==> src/rtl/btn_conditioner.sv <==
// btn_conditioner: push-button input conditioning for the calculator core.
// Each bit: 2-flop synchronizer, debounce counter, press-pulse FSM.
// Outputs: a debounced level and a one-cycle registered press pulse.
// Optional build macro: BTN_AUTOREPEAT_EN adds auto-repeat pulses for the
// bits selected by REPEAT_MASK. Without it, each press gives exactly one pulse.
// Bit map: 0 = btnc, 1 = btnac, 2 = btnl, 3 = btnr, 4 = btnd.

module btn_conditioner #(
  parameter int unsigned NUM_BTN         = 5,
  parameter int unsigned DEBOUNCE_CYCLES = 4,
  parameter int unsigned REPEAT_DELAY    = 8,
  parameter int unsigned REPEAT_PERIOD   = 3,
  parameter int unsigned REPEAT_MASK     = 32'h0000_0001
) (
  input  logic               clk,
  input  logic               rst,
  input  logic [NUM_BTN-1:0] btn_raw,
  output logic [NUM_BTN-1:0] btn_level,
  output logic [NUM_BTN-1:0] btn_pulse
);

  localparam int unsigned CNT_W = (DEBOUNCE_CYCLES > 1) ? $clog2(DEBOUNCE_CYCLES) : 1;
  localparam logic [CNT_W-1:0] CNT_LAST = CNT_W'(DEBOUNCE_CYCLES - 1);

  // Elaboration-time sanity checks on the configuration.
  if (DEBOUNCE_CYCLES < 2) begin : g_bad_debounce
    $error("btn_conditioner: DEBOUNCE_CYCLES must be at least 2");
  end
  if (REPEAT_DELAY < 1 || REPEAT_PERIOD < 1) begin : g_bad_repeat
    $error("btn_conditioner: REPEAT_DELAY and REPEAT_PERIOD must be at least 1");
  end
  if (NUM_BTN < 1 || NUM_BTN > 32) begin : g_bad_num
    $error("btn_conditioner: NUM_BTN must be in 1..32");
  end
  if (NUM_BTN < 32 && (REPEAT_MASK >> NUM_BTN) != 0) begin : g_bad_mask
    $error("btn_conditioner: REPEAT_MASK selects buttons that do not exist");
  end

`ifdef BTN_AUTOREPEAT_EN
  localparam int unsigned RPT_MAX = (REPEAT_DELAY > REPEAT_PERIOD) ? REPEAT_DELAY : REPEAT_PERIOD;
  localparam int unsigned RPT_W   = (RPT_MAX > 1) ? $clog2(RPT_MAX) : 1;
  localparam logic [RPT_W-1:0] DLY_LAST = RPT_W'(REPEAT_DELAY - 1);
  localparam logic [RPT_W-1:0] PER_LAST = RPT_W'(REPEAT_PERIOD - 1);

  typedef enum logic [1:0] {
    S_IDLE   = 2'd0,
    S_HELD   = 2'd1,
    S_REPEAT = 2'd2
  } state_t;
`else
  typedef enum logic {
    S_IDLE = 1'b0,
    S_HELD = 1'b1
  } state_t;
`endif

  for (genvar gi = 0; gi < NUM_BTN; gi++) begin : g_ch
    logic             r_sync1;
    logic             r_sync2;
    logic             r_level;
    logic             r_pulse;
    logic [CNT_W-1:0] r_cnt;
    logic             w_mismatch;
    logic             w_accept;
    logic             w_rise;
    logic             w_fall;
    state_t           r_state;
    state_t           w_state_nxt;
    logic             w_pulse_nxt;

`ifdef BTN_AUTOREPEAT_EN
    localparam bit AR_EN = ((REPEAT_MASK >> gi) & 32'd1) != 32'd0;
    logic [RPT_W-1:0] r_rpt;
    logic [RPT_W-1:0] w_rpt_nxt;
`endif

    // Two-flop synchronizer; only r_sync2 is used downstream.
    always_ff @(posedge clk or posedge rst) begin
      if (rst) begin
        r_sync1 <= 1'b0;
        r_sync2 <= 1'b0;
      end else begin
        r_sync1 <= btn_raw[gi];
        r_sync2 <= r_sync1;
      end
    end

    assign w_mismatch = r_sync2 ^ r_level;
    assign w_accept   = w_mismatch && (r_cnt == CNT_LAST);
    assign w_rise     = w_accept && r_sync2;
    assign w_fall     = w_accept && !r_sync2;

    // Debounce: level follows sync2 after DEBOUNCE_CYCLES consecutive mismatches.
    always_ff @(posedge clk or posedge rst) begin
      if (rst) begin
        r_cnt   <= '0;
        r_level <= 1'b0;
      end else if (!w_mismatch) begin
        r_cnt   <= '0;
      end else if (w_accept) begin
        r_cnt   <= '0;
        r_level <= r_sync2;
      end else begin
        r_cnt   <= r_cnt + CNT_W'(1);
      end
    end

    // Pulse FSM state register; the pulse is registered on the same edge as the level.
    always_ff @(posedge clk or posedge rst) begin
      if (rst) begin
        r_state <= S_IDLE;
        r_pulse <= 1'b0;
`ifdef BTN_AUTOREPEAT_EN
        r_rpt   <= '0;
`endif
      end else begin
        r_state <= w_state_nxt;
        r_pulse <= w_pulse_nxt;
`ifdef BTN_AUTOREPEAT_EN
        r_rpt   <= w_rpt_nxt;
`endif
      end
    end

    // Pulse FSM next-state logic.
    always_comb begin
      w_state_nxt = r_state;
      case (r_state)
        S_IDLE: begin
          if (w_rise) w_state_nxt = S_HELD;
        end
        S_HELD: begin
          if (w_fall) begin
            w_state_nxt = S_IDLE;
          end
`ifdef BTN_AUTOREPEAT_EN
          else if (AR_EN && r_rpt == DLY_LAST) begin
            w_state_nxt = S_REPEAT;
          end
`endif
        end
`ifdef BTN_AUTOREPEAT_EN
        S_REPEAT: begin
          if (w_fall) w_state_nxt = S_IDLE;
        end
`endif
        default: w_state_nxt = S_IDLE;
      endcase
    end

    // Pulse FSM outputs: next pulse value and repeat counter.
    always_comb begin
      w_pulse_nxt = 1'b0;
`ifdef BTN_AUTOREPEAT_EN
      w_rpt_nxt   = '0;
`endif
      case (r_state)
        S_IDLE: begin
          w_pulse_nxt = w_rise;
        end
        S_HELD: begin
`ifdef BTN_AUTOREPEAT_EN
          // A release on this edge wins over a due repeat, so no pulse with level low.
          if (AR_EN && !w_fall) begin
            if (r_rpt == DLY_LAST) begin
              w_pulse_nxt = 1'b1;
            end else begin
              w_rpt_nxt = r_rpt + RPT_W'(1);
            end
          end
`endif
        end
`ifdef BTN_AUTOREPEAT_EN
        S_REPEAT: begin
          if (!w_fall) begin
            if (r_rpt == PER_LAST) begin
              w_pulse_nxt = 1'b1;
            end else begin
              w_rpt_nxt = r_rpt + RPT_W'(1);
            end
          end
        end
`endif
        default: w_pulse_nxt = 1'b0;
      endcase
    end

    assign btn_level[gi] = r_level;
    assign btn_pulse[gi] = r_pulse;
  end

endmodule

==> config.mk <==
export PLATFORM = sky130hd
export DESIGN_NAME = btn_conditioner
export DESIGN_NICKNAME = d
export VERILOG_FILES = /design/src/rtl/btn_conditioner.sv
export SDC_FILE = /design/constraint.sdc
export NUM_CORES = 1
export LEC_CHECK = 0
export ABC_AREA = 1
export ABC_CLOCK_PERIOD_IN_PS = 2900
export CORE_MARGIN = 8
export CORE_UTILIZATION = 55
export CTS_CLUSTER_DIAMETER = 40
export DETAILED_ROUTE_END_ITERATION = 6
export PLACE_DENSITY = 0.82
export SYNTH_ARGS = -nofsm -noshare
export SYNTH_HDL_FRONTEND = slang
export SYNTH_SLANG_ARGS = --single-unit
==> constraint.sdc <==
create_clock -name clk -period 2.9 [get_ports clk]
set_input_delay 0.29 -clock clk [delete_from_list [all_inputs] [get_ports clk]]
set_output_delay 0.29 -clock clk [all_outputs]
set_load 0.02 [all_outputs]
==> results of run 1 <==
[final cells by class]
class,count,area share [%]
Clock buffer,7,3.42
Multi-Input combinational cell,47,18.1
Inverter,22,6.26
Sequential cell,30,56.9
Tap cell,27,2.56
Timing Repair Buffer,17,12.7
[per-stage QoR]
| stage | cells | util (%) | total power [W] |
|---|---|---|---|
| 2_1_floorplan | 109 | - | 0.000837 |
| 3_3_place_gp | 143 | 64.9 | 0.000895 |
| 3_5_place_dp | 143 | 64.9 | 0.000921 |
| 4_1_cts | 150 | 67.2 | 0.00114 |
| 5_1_grt | 150 | 67.2 | 0.00122 |
| 6_report | 150 | 67.2 | 0.00112 |
[layout by cell type, fill, tap and decap left out, drive strengths merged]
cell           Yosys  final
o21ai              5      5
a21oi              6      6
nand2             20     20
ha                 5      5
or2                2      2
buf               10      1
clkdlybuf4s50      0     16
inv               22     22
clkbuf             0      7
nor2               9      9
dfrtp             30     30
[flip-flops by register name (all words and copies together) (netlist names)]
register      count
g_ch.r_sync1      5
g_ch.r_pulse      5
g_ch.r_cnt       10
g_ch.r_level      5
g_ch.r_sync2      5
[cell families (layout without fill, tap and decap cells)]
| group | Yosys count | count (layout) |
|---|---|---|
| buffers and inverters | 32 | 46 |
| and+or+nand+nor | 31 | 31 |
| DFF | 30 | 30 |
| AOI/OAI and AO/OA | 11 | 11 |
| adders and majority gates | 5 | 5 |
[per-layer routing]
layer  global-route usage [%]  up-vias  wire (microns)
li1                         -      345               -
met1                     11.9      321             706
met2                     17.3       15             816
met3                     6.47        4             104
met4                     4.87        0              30
met5                        0        -               0
[how the worst max path moves through the flow]
| stage | from | end | slack [ps] | depth (start not counted) |
|---|---|---|---|---|
| after detailed placement | g_ch[3].r_level$_DFFE_PP0P_ | btn_level[3] | 1610 | 1 |
| after global routing | g_ch[2].r_level$_DFFE_PP0P_ | btn_level[2] | 1210 | 1 |
| final | g_ch[2].r_level$_DFFE_PP0P_ | btn_level[2] | 1290 | 1 |
| after global placement | g_ch[4].r_level$_DFFE_PP0P_ | btn_level[4] | 1630 | 1 |
| after CTS | g_ch[3].r_level$_DFFE_PP0P_ | btn_level[3] | 1260 | 1 |
| after floorplan | rst | g_ch[0].r_cnt[0]$_DFF_PP0_ | 1980 | 1 |
[power breakdown]
group	internal, W	switching (W)
combinational	0.000150	0.000188
clock	0.0000913	0.000121
sequential	0.000516	0.0000576
==> results.txt, run 1 <==
synthesis-to-layout area growth - 14.9%
EDFF count, synth - 0
startpoint types - flop
num rows - 16
Iter 0 DRT Violations - 11
Cells after Synth - 109
Setup WS pre-CTS - 1610 ps
CP Cell Sequence - clkdlybuf4s50_1
die area - 0.00380 sq mm
Core ar. - 0.00196 sq mm
Adder-Cell Fraction of Synth Area - 5.45%
Yosys reg bits - 30
slowest CP cell - clkdlybuf4s50_1
max cap viols - 0
Root Buffer - clkbuf_4
Post-Synth Simple-Gate Area - 10.6%
CTS Hold Bufs - 0
LEAKAGE - 0.688 nW
Setup Skew - 10.3 ps
R2R Setup Slk - 1860 ps
largest cells by area after synthesis - dfrtp_1 65%, inv_1 7.2%, buf_4 6.5%
mapped cell area - 0.00115 sq mm
Final period util - 55.7%
syn_nets - 121
RR Endpoint - g_ch[4].r_cnt[0]$_DFF_PP0_
slowest stage delay, CP - 620 ps
Antenna Nets Post-Route - 0
Crit path buffers/inverters - 1
height of the chip - 61.7 microns
CTS HTree Levels - 2
most frequent cell after synthesis - dfrtp_1
relative slew slack - 76.3%
Yosys cell types - 9
Initial Util - 58.5%
DP Area - 0.00127 sq mm
Setup TNS - 0 ps
area leader, netlist - dfrtp_1
RR Startpoint - g_ch[4].r_cnt[0]$_DFF_PP0_
Detailed Route WL - 1.66 mm
total grt overflow - 0
hold_ws - 343 ps
initial antenna violation count - 0
HPWL after detailed placement - 1.20 mm
status - completed
post-synthesis xor/xnor area fraction - 0%
list of most frequent post-synthesis cells - 30 x dfrtp_1, 22 x inv_1, 20 x nand2_1
Primary FF master, synth - dfrtp_1
vias post-DR - 685
drt wl/cell - 11.0 microns
RSZ-0062 raised after global routing - no
Period minus WS final - 1610 ps
Clock transition at path regs - 90 ps
register area - 751 sq um
Seq/Total Area, Yosys - 65.4%
peak supply drop - 0.588 mV
Worst Max-Slew Pin Slew - 355 ps
fill count - 156
final hold vios - 0
CTS tree - built
yosys synthesis warning count - 0
Compound-Gate Fraction of Synth Area - 4.80%
post-synth top area share - 65.4%
Design Area, Final - 0.00132 sq mm
Arr. time, crit path - 1320 ps
Post-CTS Setup Inserts - 0
# resized after CTS - 0
total global routing track utilization - 11.1%
largest net degree at the start of global routing - 31
synthesized area per cell - 10.5 sq um
CP Capture Type - output pin
Die Wd - 61.7 microns
Final GP Congestion - 0.704
cells on worst reg2reg path - 3
Nets - 135
pwr/cell area - 853 mW/mm^2
first-pass GRT wire length - 2.96 mm
worst-path maximum fanout - 4
CP Class - flop to output pin
WP data required - 2610 ps
Hold Crit Class - input port to asynchronous set/reset pin
multi-input logic area - 239 sq um
Max Buffers Root-to-Sink - 2
main combinational cell family by area after synthesis - buffers and inverters
Finish-stage setup viols - 0
num ports - 17
multiplexer share of the synthesized area - 0%
Async SR Flop Fraction - 100%
CTS sink count - 30
ant diodes - 0
final worst setup slack - 1290 ps
critical path's top delay family - buffers and inverters
Via-to-Cell Ratio - 4.57
IO Port Bufs - 16
CTS Buf Count - 5
vias in the first global route - 705
DR pass1 iterations - 4
Final Max Slew Viols - 0
worst skew pair latency - 310 ps
f_max - 619 MHz
fraction of final layout cells sized beyond drive strength 1 - 4.88%
DRC - 0
Note: power is estimated with default switching activity, not from simulation.
==> run 2: changes to the inputs <==
ABC_CLOCK_PERIOD_IN_PS = 1600   (was 2900)
CORE_UTILIZATION = 51   (was 55)
PLACE_DENSITY = 0.77   (was 0.82)
clock period = 1.6 ns   (was 2.9 ns; I/O delays follow)
==> run 2 against run 1 <==
  * Utilization fell by 6.1 points
  * Clock skew rose by 0.66 ps
  * Clock power rose by 93%
  * First-iteration DRC count fell by 27%
  * Non-clock buffer count did not move
  * Routed wire length fell by 7.7%
  * Critical endpoint is now btn_level[0]
==> results.txt, run 2 (synthesis results as in run 1) <==
Crit path buffers/inverters - 1 (unchanged)
Design Area, Final - 0.00133 sq mm (+0.57%)
Max Buffers Root-to-Sink - 2 (unchanged)
CTS tree - built
fraction of final layout cells sized beyond drive strength 1 - 5.74% (+0.86 points)
slowest stage delay, CP - 620 ps (about the same)
CTS Hold Bufs - 0 (unchanged)
CTS HTree Levels - 2 (unchanged)
CP Class - flop to output pin
Clock transition at path regs - 90 ps (about the same)
Arr. time, crit path - 1330 ps (about the same)
Final period util - 93.0%
die area - 0.00402 sq mm (+5.8%)
Worst Max-Slew Pin Slew - 289 ps (-66.5 ps)
critical path's top delay family - buffers and inverters
LEAKAGE - 0.693 nW (+0.70%)
Iter 0 DRT Violations - 8 (-3)
Worst Setup SP - g_ch[0].r_level$_DFFE_PP0P_
number of flip-flops in the largest register - 10 (unchanged)
Setup TNS - 0 ps (unchanged)
CTS sink count - 30 (unchanged)
status - completed
final hold vios - 0 (unchanged)
pwr/cell area - 1550 mW/mm^2 (+81%)
worst-path maximum fanout - 4 (unchanged)
startpoint types - flop
total global routing track utilization - 8.73% (-2.3 points)
largest net degree at the start of global routing - 25 (-19%)
Period minus WS final - 1490 ps
Setup Skew - 10.9 ps (+0.659 ps)
total grt overflow - 0 (unchanged)
relative slew slack - 80.7% (+4.4 points)
num ports - 17 (unchanged)
RR Startpoint - g_ch[4].r_cnt[0]$_DFF_PP0_
WP data required - 1440 ps (-1170 ps)
Finish-stage setup viols - 0 (unchanged)
Setup WS pre-CTS - 448 ps (-1160 ps)
fin util - 61.1% (-6.1 points)
most common cell after layout, fill and taps aside - dfrtp_1
num rows - 17 (+1)
Final Max Slew Viols - 0 (unchanged)
vias post-DR - 686 (+0.15%)
DR pass1 iterations - 4 (unchanged)
vias in the first global route - 729 (+3.4%)
first-pass GRT wire length - 2.79 mm (-5.6%)
drt wl/cell - 10.2 microns (-7.7%)
CP Capture Type - output pin
DRC - 0 (unchanged)
Hold Crit Class - input port to asynchronous set/reset pin
height of the chip - 63.4 microns (+2.8%)
RSZ-0062 raised after global routing - no
Via-to-Cell Ratio - 4.57 (+0.15%)
Initial Util - 52.9% (-5.6 points)
final worst setup slack - 112 ps (-1170 ps)
Nets - 135 (unchanged)
Die Wd - 63.4 microns (+2.8%)
hold_ws - 67.0 ps (-276 ps)
worst skew pair latency - 310 ps (about the same)
synthesis-to-layout area growth - 15.6%
most frequent cells in the layout - 30 x dfrtp_1, 22 x inv_1, 20 x nand2_1
Post-CTS Setup Inserts - 0 (unchanged)
HPWL after detailed placement - 1.20 mm (unchanged)
CTS Buf Count - 5 (unchanged)
CP Cell Sequence - clkdlybuf4s50_1
Antenna Nets Post-Route - 0 (unchanged)
# resized after CTS - 0 (unchanged)
initial antenna violation count - 0 (unchanged)
register with the most flip-flops - g_ch.r_cnt
DP Area - 0.00127 sq mm (about the same)
slowest CP cell - clkdlybuf4s50_1
fill count - 199 (+28%)
Root Buffer - clkbuf_4
ant diodes - 0 (unchanged)
Detailed Route WL - 1.53 mm (-7.7%)
IO Port Bufs - 16 (unchanged)
Final GP Congestion - 0.667 (-5.3%)
f_max - 672 MHz
max cap viols - 0 (unchanged)
Core ar. - 0.00217 sq mm (+11%)
peak supply drop - 0.914 mV (+56%)
[run 2: cell types whose count changed in the layout (fill, tap and decap cells not counted), sizes merged]
| cell | before | now |
|---|---|---|
| clkbuf | 7 | 6 |
[run 2: worst paths after layout]
check	to	slack [ps]	depth (start not counted)
worst max-delay path	btn_level[0]	110	1
max in group asynchronous	g_ch[3].r_cnt[1]$_DFF_PP0_	950	3
worst min-delay path	g_ch[2].r_pulse$_DFF_PP0_	70	2
worst max register to register	g_ch[4].r_cnt[0]$_DFF_PP0_	620	3
worst min register to register	g_ch[3].r_sync2$_DFF_PP0_	360	0
min in group clk	g_ch[4].r_sync1$_DFF_PP0_	280	1
[run 2: report_power, final]
group | internal, W | switching [W] | total [W]
Clock | 0.000198 | 0.000215 | 0.000412
Combinational | 0.000269 | 0.000329 | 0.000598
Sequential | 0.000936 | 0.000105 | 0.00104
Total | 0.00140 | 0.000650 | 0.00205
[run 2: metal layers]
| metal | GRT usage (%) | part of all wire, % | routed length (microns) |
|---|---|---|---|
| met1 | 8.41 | 43 | 663 |
| met2 | 15.0 | 48 | 738 |
| met3 | 4.06 | 6.3 | 97 |
| met4 | 5.01 | 2.0 | 30 |
| met5 | 0 | 0 | 0 |
[run 2: per-stage QoR]
step | instances | total power (W)
after CTS | 150 | 0.00208
final | 150 | 0.00205
after floorplan | 109 | 0.00152
after global routing | 150 | 0.00222
after detailed placement | 144 | 0.00167
after global placement | 144 | 0.00162
[run 2: layout make-up]
| type | count | area [sq um] | area share (%) |
|---|---|---|---|
| clock buffers | 6 | 51.3 | 3.87 |
| inverters | 22 | 82.6 | 6.23 |
| multi-input cells | 47 | 239 | 18.0 |
| flip-flops and latches | 30 | 751 | 56.6 |
| well taps | 28 | 35.0 | 2.64 |
| repair buffers | 17 | 168 | 12.6 |
